## src/rtl/scsa_pipe.sv

```systemverilog
// Pipelined speculative-carry segmented adder with per-transaction approximate/exact
// mode, a 2-stage valid/ready pipeline and saturating op/error counters.
module scsa_pipe #(
  parameter int WIDTH = 8,
  parameter int SEG   = 2,
  parameter int CNT_W = 16
) (
  input  logic             clk,
  input  logic             rst,
  input  logic             in_valid,
  output logic             in_ready,
  input  logic [WIDTH-1:0] a,
  input  logic [WIDTH-1:0] b,
  input  logic             mode,
  output logic             out_valid,
  input  logic             out_ready,
  output logic [WIDTH-1:0] sum,
  output logic             cout,
  output logic             err,
  input  logic             clr_stats,
  output logic [CNT_W-1:0] op_cnt,
  output logic [CNT_W-1:0] err_cnt
);

  localparam int NSEG = WIDTH / SEG;

  logic             s1_valid, s2_valid;
  logic [WIDTH-1:0] s1_a, s1_b;
  logic             s1_mode;
  logic             adv1, adv2;
  logic [WIDTH:0]   approx, exact, sel;
  logic             mismatch;

  assign adv2      = !s2_valid || out_ready;
  assign adv1      = !s1_valid || adv2;
  assign in_ready  = adv1;
  assign out_valid = s2_valid;

  // Each segment's carry-in is the generate of the segment below, taken with carry-in 0.
  always_comb begin
    logic [SEG:0] seg_g;
    logic [SEG:0] seg_s;
    logic         carry;
    approx = '0;
    seg_g  = '0;
    seg_s  = '0;
    carry  = 1'b0;
    for (int unsigned i = 0; i < NSEG; i++) begin
      seg_g = {1'b0, s1_a[i*SEG +: SEG]} + {1'b0, s1_b[i*SEG +: SEG]};
      seg_s = seg_g + {{SEG{1'b0}}, carry};
      approx[i*SEG +: SEG] = seg_s[SEG-1:0];
      carry = seg_g[SEG];
    end
    approx[WIDTH] = seg_s[SEG];
  end

  assign exact    = {1'b0, s1_a} + {1'b0, s1_b};
  assign sel      = s1_mode ? exact : approx;
  assign mismatch = !s1_mode && (approx != exact);

  always_ff @(posedge clk or posedge rst) begin
    if (rst) begin
      s1_valid <= 1'b0;
      s1_a     <= '0;
      s1_b     <= '0;
      s1_mode  <= 1'b0;
    end else if (adv1) begin
      s1_valid <= in_valid;
      if (in_valid) begin
        s1_a    <= a;
        s1_b    <= b;
        s1_mode <= mode;
      end
    end
  end

  always_ff @(posedge clk or posedge rst) begin
    if (rst) begin
      s2_valid <= 1'b0;
      sum      <= '0;
      cout     <= 1'b0;
      err      <= 1'b0;
    end else if (adv2) begin
      s2_valid <= s1_valid;
      if (s1_valid) begin
        sum  <= sel[WIDTH-1:0];
        cout <= sel[WIDTH];
        err  <= mismatch;
      end
    end
  end

  always_ff @(posedge clk or posedge rst) begin
    if (rst) begin
      op_cnt  <= '0;
      err_cnt <= '0;
    end else if (clr_stats) begin
      op_cnt  <= '0;
      err_cnt <= '0;
    end else if (s2_valid && out_ready) begin
      if (op_cnt != '1) op_cnt <= op_cnt + 1'b1;
      if (err && (err_cnt != '1)) err_cnt <= err_cnt + 1'b1;
    end
  end

endmodule

```

## config.mk

```make
export PLATFORM = sky130hd
export DESIGN_NAME = scsa_pipe
export DESIGN_NICKNAME = d
export VERILOG_FILES = /design/src/rtl/scsa_pipe.sv
export SDC_FILE = /design/constraint.sdc
export NUM_CORES = 1
export LEC_CHECK = 0
export ABC_AREA = 1
export BUFFER_PORTS_ARGS = -buffer_cell sky130_fd_sc_hd__buf_2
export CAP_MARGIN = 20
export CORE_AREA = 2 2 99 101
export CTS_CLUSTER_SIZE = 12
export DETAILED_ROUTE_END_ITERATION = 12
export DIE_AREA = 0 0 101 103
export SETUP_SLACK_MARGIN = 0.5
export SYNTH_ARGS = -nofsm -noshare
export SYNTH_HDL_FRONTEND = slang
export SYNTH_SLANG_ARGS = --single-unit
export TNS_END_PERCENT = 1
```

## constraint.sdc

```tcl
create_clock -name clk -period 3.6 [get_ports clk]
set_clock_uncertainty 0.05 [all_clocks]
set_input_delay 0.36 -clock clk [delete_from_list [all_inputs] [get_ports clk]]
set_output_delay 0.36 -clock clk [all_outputs]
set_load 0.03 [all_outputs]
```

==> flow_summary.json, run 1 <==
{
  "run_status": "complete, no violations",
  "yosysSeqAreaShare_pct": 42.6,
  "cts_resized": 0,
  "avgViaCountPerCell": 4.96,
  "synth_cell_types": 38,
  "grt_antenna_before_repair": 0,
  "synth_seq_cells": 61,
  "synth_fp_nets": 475,
  "grt_pass1_wl_um": 13700,
  "drt-total-wl_um": 8070,
  "grtUsageTotal_pct": 16.7,
  "cts_buffers": 9,
  "dp_hpwl_um": 6160,
  "ir_worst_vdd_v": 0.000263,
  "synth_ff_type": "dfrtp_1",
  "die_w_um": 101,
  "synthTopCellsByArea": "dfrtp_1, nand2_1, inv_1",
  "drv_slew": 0,
  "p_clk_share_pct": 27.9,
  "seq_power_share_pct": 38.0,
  "holdBufCountCts": 0,
  "power_leakage_nw": 2.08,
  "criticalPathCategory": "flip-flop to flip-flop",
  "hp-class": "primary input to async pin",
  "postCtsSetupRepairBufs": 0,
  "max-cap-violations": 0,
  "rsz0062_at_grt": "false",
  "avgSynthCellArea_um2": 8.22,
  "p_comb_share_pct": 34.1,
  "relSlewSlack_pct": 42.6,
  "clk-insertion-delay-late_ns": 0.33,
  "dr.pass1.iters": 4,
  "cts.path.max_buffers": 2,
  "switching_power_mw": 0.823,
  "start_util_pct": 37.9,
  "htree_levels": 3,
  "ios": 66,
  "cp_max_fo": 3,
  "diodes": 0,
  "hold_violations": 0,
  "cts_tree": "yes",
  "die_h_um": 103,
  "port_buffers": 65,
  "crit_path_end_kind": "flip-flop",
  "critPathArrivalTime_ns": 2.69,
  "cts_root_buf": "clkbuf_8",
  "path_buf_inv": 2,
  "overflow": 0,
  "startpoint_type": "flip-flop",
  "yosys_warnings": 0,
  "cpPeakStageDelay_ns": 0.54,
  "cp_top_family": "adder cells",
  "drc_errors": 0,
  "power-per-cell-area_nw_per_um2": 525,
  "cts.sinks": 61,
  "tightest_slew_ns": 0.859,
  "grt_max_degree": 33,
  "synth_async_sr_flop_share_pct": 100,
  "drt.antenna.violating_nets": 0,
  "synth_edf_count": 0,
  "yosysTopAreaCellShare_pct": 42.6,
  "yosysTopAreaCell": "dfrtp_1",
  "crit_slowest_cell": "fa_1",
  "fin_crit_sh_pct": 70.0,
  "p_int_mw": 1.39,
  "worstPathRequired_ns": 3.77,
  "fin_crit_ns": 2.52,
  "syn_inst": 436,
  "setup_viol": 0,
  "routedWlPerCell_um": 12.9,
  "clk_pin_slew_ns": 0.07,
  "fin_util_pct": 44.6,
  "fin_nets": 545,
  "p_sw_share_pct": 37.2,
  "timing.setup.tns_ns": 0,
  "fmax_mhz": 397,
  "vias": 3093,
  "first_iter_violations": 92,
  "core_um2": 9460,
  "gp_congestion": 0.834,
  "syn_area_um2": 3580,
  "dieArea_um2": 10400,
  "grt_pass1_vias": 2941,
  "rows": 36,
  "area_growth_pct": 17.7,
  "drive_gt1_share_pct": 21.2,
  "path_cells": "ha_1 -> inv_1 -> fa_1 -> fa_1 -> fa_1 -> inv_1 -> nand3_1 -> nand2_1 -> nor2_1 -> nand3_1 -> nand2_1 -> nand2_1"
}
[cells by family (layout without fill, tap and decap cells)]
logic type,after synthesis,after routing,synth area share [%]
fa+ha+maj,17,17,6.99
mux,11,11,3.46
compound gates,50,50,8.63
simple gates,226,226,28.5
flops,61,61,42.6
buf+inv,57,131,6.43
xor+xnor,14,14,3.42
[metrics by stage]
step | hold slack [ns] | setup slack (ns) | power (mW) | std cells | area, um^2
2_1_floorplan | 0.434 | 1.24 | 1.42 | 436 | 3580
3_3_place_gp | 0.430 | 1.12 | 1.61 | 609 | 4020
3_5_place_dp | 0.425 | 1.09 | 1.62 | 609 | 4020
4_1_cts | 0.0670 | 1.09 | 2.24 | 624 | 4220
5_1_grt | 0.102 | 0.933 | 2.38 | 624 | 4220
6_report | 0.0538 | 1.08 | 2.22 | 624 | 4220
[power groups by stage]
stage | Combinational [mW] | Sequential, mW | Clock, mW
finish | 0.756 | 0.842 | 0.618
global route | 0.851 | 0.856 | 0.671
CTS | 0.763 | 0.845 | 0.636
detailed placement | 0.761 | 0.855 | 0
global placement | 0.755 | 0.855 | 0
floorplan | 0.455 | 0.965 | 0
[cell usage after synthesis, types with 2 or more instances]
library cell / number
o21bai_1: 2
o21ai_0: 13
buf_2: 4
nor3_1: 11
clkbuf_1: 3
ha_1: 12
o211ai_1: 3
xor2_1: 9
dfrtp_1: 61
a21oi_1: 16
o31ai_1: 4
nand3_1: 35
o221ai_1: 4
nor2_1: 46
nor2_2: 2
inv_1: 47
nand4_1: 7
nor3b_1: 2
nand3b_1: 5
o21a_1: 2
mux2_2: 11
nand2_2: 3
o21ai_1: 3
nand2_1: 109
xnor2_1: 5
fa_1: 5
[final timing paths]
path / start / end / slack (ns) / depth (start not counted)
worst min register to register: sum[2] / sum[2] / 0.44 / 2
worst max-delay path: s1_a[4] / err / 1.08 / 12
max in group asynchronous: rst / op_cnt[1] / 2.58 / 3
worst min-delay path: rst / s1_a[0] / 0.05 / 2
worst max register to register: s1_a[4] / err / 1.08 / 12
min in group clk: b[0] / s1_b[0] / 0.21 / 2
[state kept, by name, indices dropped and copies added, names as in the netlist]
| signal | flops |
|---|---|
| op_cnt | 16 |
| err_cnt | 16 |
| cout | 1 |
| out_valid | 1 |
| sum | 8 |
| s1_b | 8 |
| s1_mode | 1 |
| err | 1 |
| s1_valid | 1 |
| s1_a | 8 |
[layer usage]
| layer | GRT usage (%) | share of wire (%) |
|---|---|---|
| met1 | 22.3 | 47 |
| met2 | 27.7 | 49 |
| met3 | 3.53 | 4.2 |
| met4 | 4.37 | 0 |
| met5 | 0 | 0 |
[layout make-up]
type / count / area [um^2]
Clock inverter: 4 / 47.5
Clock buffer: 11 / 151
Sequential cell: 61 / 1530
Tap cell: 114 / 143
Inverter: 49 / 184
Multi-Input combinational cell: 318 / 1830
Timing Repair Buffer: 67 / 340
Fill cell: 973 / 5240
[cell usage in the layout, fill, tap and decap left out, types with 4 or more instances in the layout]
master	n
inv_1	46
o221ai_1	4
xor2_1	9
a21oi_1	16
nor2_1	46
nand2_1	109
nand3_1	35
nor3_1	11
nand4_1	7
dfrtp_1	61
clkbuf_8	11
o31ai_1	4
buf_2	65
ha_1	12
fa_1	5
nand3b_1	5
xnor2_1	5
mux2_2	11
o21ai_0	13
[worst reg2reg max path, cell delays in order, from the launching register on]
cell     delay [ns]
dfrtp_1        0.35
ha_1           0.15
inv_1          0.06
fa_1           0.42
fa_1           0.40
fa_1           0.54
inv_1          0.06
nand3_1        0.07
nand2_1        0.05
nor2_1         0.10
nand3_1        0.08
nand2_1        0.06
nand2_1        0.05
Power figures use the tool's default switching activity.
==> run 2: changes to the inputs <==
ABC_AREA = 0   (was 1)
CORE_AREA = 2 2 95 97   (was 2 2 99 101)
DIE_AREA = 0 0 97 99   (was 0 0 101 103)
clock period = 2.6 ns   (was 3.6 ns; I/O delays follow)
==> flow_summary.json, run 2 <==
{
  "synth_common_cells": "dfrtp_1, nor2_1, mux2_2, xor2_1, nand2_1",
  "max-cap-violations": 0,
  "final_cell_mix": "buf_2, dfrtp_1, nor2_1",
  "yosysSeqAreaShare_pct": 47.1,
  "relSlewSlack_pct": 60.6,
  "die_h_um": 99,
  "criticalPathCategory": "flip-flop to flip-flop",
  "p_comb_share_pct": 32.5,
  "drt.antenna.violating_nets": 0,
  "routedWlPerCell_um": 13.6,
  "first_iter_violations": 46,
  "cts.sinks": 61,
  "worstPathRequired_ns": 2.81,
  "syn_inst": 303,
  "port_buffers": 65,
  "grtUsageTotal_pct": 14.4,
  "htree_levels": 3,
  "cts_buffers": 9,
  "fin_crit_ns": 2.35,
  "cts_tree": "yes",
  "avgViaCountPerCell": 4.96,
  "ir_worst_vdd_v": 0.000396,
  "synth.most_common_cell": "dfrtp_1",
  "synth_ff_type": "dfrtp_1",
  "fin_crit_sh_pct": 90.2,
  "overflow": 0,
  "drc_errors": 0,
  "die_w_um": 97,
  "design_power_total_mw": 2.99,
  "path_common_cell": "fa_2",
  "yosysTopAreaCellShare_pct": 47.1,
  "synthTopCellsByArea": "dfrtp_1, mux2_2, xor2_1",
  "ios": 66,
  "grt_antenna_before_repair": 0,
  "grt_pass1_vias": 2337,
  "cp_max_fo": 2,
  "avgSynthCellArea_um2": 10.7,
  "clk-insertion-delay-late_ns": 0.34,
  "yosys_warnings": 0,
  "path_buf_inv": 1,
  "drive_gt1_share_pct": 31.8,
  "drt-total-wl_um": 6630,
  "gp_congestion": 0.774,
  "yosysTopAreaCell": "dfrtp_1",
  "mostFrequentLayoutCell": "buf_2",
  "hold_violations": 0,
  "tightest_slew_ns": 0.591,
  "dp_hpwl_um": 4900,
  "cts.path.max_buffers": 2,
  "p_clk_share_pct": 28.9,
  "placedCellCount": 473,
  "fmax_mhz": 426,
  "hp-class": "primary input to flip-flop",
  "synth_async_sr_flop_share_pct": 100,
  "top_regs": "err_cnt x16, op_cnt x16",
  "synth_fp_nets": 342,
  "dieArea_um2": 9600,
  "crit_slowest_cell": "fa_1",
  "synth_seq_cells": 61,
  "grt_pass1_wl_um": 11200,
  "hold-worst-slack_ns": 0.0987,
  "rsz0062_at_grt": "true",
  "clk_pin_slew_ns": 0.07,
  "run_status": "complete, no violations",
  "syn_area_um2": 3240,
  "fin_nets": 416,
  "crit_path_end_kind": "flip-flop",
  "seq_power_share_pct": 38.6,
  "vias": 2423,
  "timing.setup.tns_ns": 0,
  "area_growth_pct": 21.9,
  "start_util_pct": 37.9,
  "synth_edf_count": 0,
  "synth_cell_types": 32,
  "grt_max_degree": 33,
  "path_cells": "ha_2 -> inv_1 -> fa_2 -> fa_2 -> fa_1 -> mux2_2 -> o21ai_0",
  "cp_top_family": "adder cells",
  "fin_cells": 489,
  "power-per-cell-area_nw_per_um2": 758,
  "rows": 34,
  "cts_root_buf": "clkbuf_8",
  "p_int_mw": 1.97,
  "startpoint_type": "flip-flop",
  "power_leakage_nw": 1.86,
  "critPathArrivalTime_ns": 2.56,
  "dr.pass1.iters": 4,
  "cpPeakStageDelay_ns": 0.48,
  "diodes": 0,
  "drv_slew": 0,
  "core_um2": 8550,
  "switching_power_mw": 1.03,
  "setup_viol": 0,
  "p_sw_share_pct": 34.3
}
run 2: path summary, 6_finish.rpt:
path / cells after the start / start / to / slack, ns
min in group asynchronous: 3 / rst / sum[1] / 0.35
worst max-delay path: 7 / s1_b[4] / sum[7] / 0.25
worst min register to register: 2 / cout / cout / 0.43
max in group asynchronous: 4 / rst / err_cnt[2] / 1.43
worst max register to register: 7 / s1_b[4] / sum[7] / 0.25
worst min-delay path: 2 / a[1] / s1_a[1] / 0.1
run 2: cell type report:
| cell class | count | area [um^2] |
|---|---|---|
| sequential | 61 | 1530 |
| timing repair buffer | 70 | 365 |
| multi-input combinational | 224 | 1680 |
| clock inverter | 4 | 47.5 |
| inverter | 11 | 41.3 |
| fill | 830 | 4600 |
| clock buffer | 11 | 151 |
| tap | 108 | 135 |
run 2: power groups by stage:
stage / Combinational, mW / Sequential, mW / Clock [mW]
2_1_floorplan: 0.582 / 1.30 / 0
3_3_place_gp: 0.934 / 1.17 / 0
3_5_place_dp: 0.960 / 1.17 / 0
4_1_cts: 0.986 / 1.16 / 0.895
5_1_grt: 1.07 / 1.17 / 0.928
6_report: 0.972 / 1.16 / 0.866
run 2: per-layer routing:
metal | GRT usage, % | part of all wire (%) | wire [um]
met5 | 0 | 0 | 0
met4 | 6.18 | 1.9 | 125
met3 | 3.69 | 4.3 | 283
met2 | 22.1 | 44 | 2940
met1 | 19.5 | 50 | 3280
run 2: cells by family after synthesis:
| kind of cell | synth area share (%) |
|---|---|
| compound gates | 6.80 |
| mux | 8.57 |
| xor+xnor | 10.8 |
| flops | 47.1 |
| simple gates | 16.8 |
| buf+inv | 2.16 |
| fa+ha+maj | 7.72 |
run 2: stage by stage:
stage | setup slack [ns] | util (%) | cell area [um^2]
4_1_cts | 0.246 | 46.2 | 3950
3_3_place_gp | 0.288 | 43.4 | 3710
3_5_place_dp | 0.209 | 43.4 | 3710
5_1_grt | 0.150 | 46.2 | 3950
6_report | 0.255 | 46.2 | 3950
2_1_floorplan | 0.376 | - | 3250
run 2: repair_timing:
action,CTS,global route
hold endpoints to repair,13,0
pin swaps,1,0
resized for setup,4,0
setup endpoints to repair,4,5
hold buffers,1,0
buffers inserted,0,0
==> run 3: changes to the inputs <==
==> constraint.sdc (replaced) <==
create_clock -name clk -period 2.6 [get_ports clk]
set_clock_uncertainty 0.05 [all_clocks]
set_input_delay 0.52 -clock clk [delete_from_list [all_inputs] [get_ports clk]]
set_output_delay 0.52 -clock clk [all_outputs]
set_load 0.03 [all_outputs]
==> flow_summary.json, run 3 (synthesis results as in run 2) <==
{
  "drv_slew": 0,
  "vias": 2425,
  "rsz0062_at_grt": "true",
  "placedCellCount": 473,
  "rows": 34,
  "reg2reg_to": "err",
  "core_um2": 8550,
  "cts_root_buf": "clkbuf_8",
  "fin_nets": 415,
  "criticalPathCategory": "flip-flop to flip-flop",
  "final_cell_mix": "buf_2, dfrtp_1, nor2_1",
  "cp_max_fo": 2,
  "die_h_um": 99,
  "ir_worst_vdd_v": 0.000416,
  "fin_crit_ns": 2.31,
  "power-per-cell-area_nw_per_um2": 761,
  "diodes": 0,
  "reg2reg_setup_slack_ns": 0.29,
  "dr.max_layer_used": "met4",
  "top_regs": "err_cnt x16, op_cnt x16",
  "setup_viol": 0,
  "dr.pass1.iters": 4,
  "relSlewSlack_pct": 57.1,
  "fmax_mhz": 433,
  "ios": 66,
  "wirelength_met1_um": 3120,
  "timing.setup.tns_ns": 0,
  "reg2regPathDepth": 9,
  "mostFrequentLayoutCell": "buf_2",
  "worstPathRequired_ns": 2.77,
  "crit_slowest_cell": "dfrtp_1",
  "fin_crit_sh_pct": 88.8,
  "dp_hpwl_um": 4870,
  "crit_path_end_kind": "flip-flop",
  "dieArea_um2": 9600,
  "die_w_um": 97,
  "wl_met3_um": 319,
  "grt_antenna_before_repair": 0,
  "power_leakage_nw": 1.87,
  "max-cap-violations": 0,
  "gp_congestion": 0.781,
  "grt_max_degree": 33,
  "cts_tree": "yes",
  "port_buffers": 65,
  "overflow": 0,
  "grtUsageTotal_pct": 14.9,
  "routedWlPerCell_um": 13.7,
  "drt-total-wl_um": 6690,
  "area_growth_pct": 23.0,
  "critPathArrivalTime_ns": 2.48,
  "worstSetupEndpoint": "err",
  "hold_violations": 0,
  "avgViaCountPerCell": 4.97,
  "clk-insertion-delay-late_ns": 0.34,
  "start_util_pct": 37.9,
  "tightest_slew_ns": 0.643,
  "htree_levels": 3,
  "drive_gt1_share_pct": 32.6,
  "crit_start": "s1_a[0]",
  "clk_pin_slew_ns": 0.07,
  "postPlaceCellArea_um2": 3730,
  "holdBufCountCts": 0,
  "cts_buffers": 9,
  "grt_pass1_wl_um": 11400,
  "first_iter_violations": 38,
  "reg2reg_from": "s1_a[0]",
  "cts.sinks": 61,
  "startpoint_type": "flip-flop",
  "fill_cells": 826,
  "finalInstanceArea_um2": 3990,
  "drt.antenna.violating_nets": 0,
  "cts.path.max_buffers": 2,
  "fin_cells": 488,
  "route.met2.wl_um": 3120,
  "grt_pass1_vias": 2349,
  "hp-class": "primary input to async pin",
  "drc_errors": 0,
  "cpPeakStageDelay_ns": 0.38,
  "run_status": "complete, no violations",
  "path_cells": "ha_2 -> fa_2 -> ha_4 -> xor2_2 -> xnor2_1 -> xor2_1 -> or3_1 -> nor3_2 -> a31oi_1"
}
-- run 3: cell count changes in the layout (fill, tap and decap cells not counted), sizes merged --
cell         delta
dlygate4sd3     -1
-- run 3: worst max-delay path, delay by kind of cell, from the launching register on --
family	cells	cell delay [ns]
adders and majority gates	3	0.77
xor gates and xnor gates	3	0.46
and+or+nand+nor	2	0.44
DFF	1	0.38
AOI/OAI and AO/OA	1	0.09
-- run 3: how the worst min path moves through the flow --
stage	from	endpoint	slack [ns]
after floorplan	s1_valid	out_valid	0.41
after global placement	sum[5]	sum[5]	0.42
after detailed placement	sum[7]	sum[7]	0.42
after CTS	rst	sum[0]	0.22
after global routing	rst	sum[0]	0.25
final	rst	sum[0]	0.20
-- run 3: what timing repair did --
| action | 4_1_cts | 5_1_grt |
|---|---|---|
| pin swaps | 2 | 1 |
| cloned | 0 | 0 |
| setup buffers | 0 | 0 |
| resized for setup | 9 | 1 |
| endpoints found under the setup margin | 4 | 5 |
-- run 3: cell type report --
type | instances | area [um^2] | share of cell area (%)
well taps | 108 | 135 | 3.39
flip-flops and latches | 61 | 1530 | 38.3
inverters | 11 | 41.3 | 1.04
clock buffers | 11 | 151 | 3.80
repair buffers | 69 | 368 | 9.23
multi-input cells | 224 | 1720 | 43.0
clock inverters | 4 | 47.5 | 1.19
-- run 3: report_power, final --
group	total (mW)	switching [mW]	internal, mW
clock	0.863	0.376	0.486
sequential	1.15	0.0888	1.07
combinational	1.02	0.579	0.438
total	3.03	1.04	1.99
-- run 3: per-stage QoR --
| stage | utilization (%) | worst slack, ns | hold slack [ns] | total power, mW |
|---|---|---|---|---|
| 2_1_floorplan | - | 0.376 | 0.407 | 1.89 |
| 3_3_place_gp | 43.6 | 0.285 | 0.415 | 2.10 |
| 3_5_place_dp | 43.6 | 0.224 | 0.421 | 2.13 |
| 4_1_cts | 46.5 | 0.261 | 0.223 | 3.06 |
| 5_1_grt | 46.6 | 0.180 | 0.254 | 3.24 |
| 6_report | 46.6 | 0.291 | 0.205 | 3.03 |
-- run 3: per-layer routing --
metal | up-vias | track usage [%]
li1 | 1190 | -
met1 | 1173 | 19.6
met2 | 51 | 23.2
met3 | 11 | 3.83
met4 | 0 | 6.50
met5 | - | 0
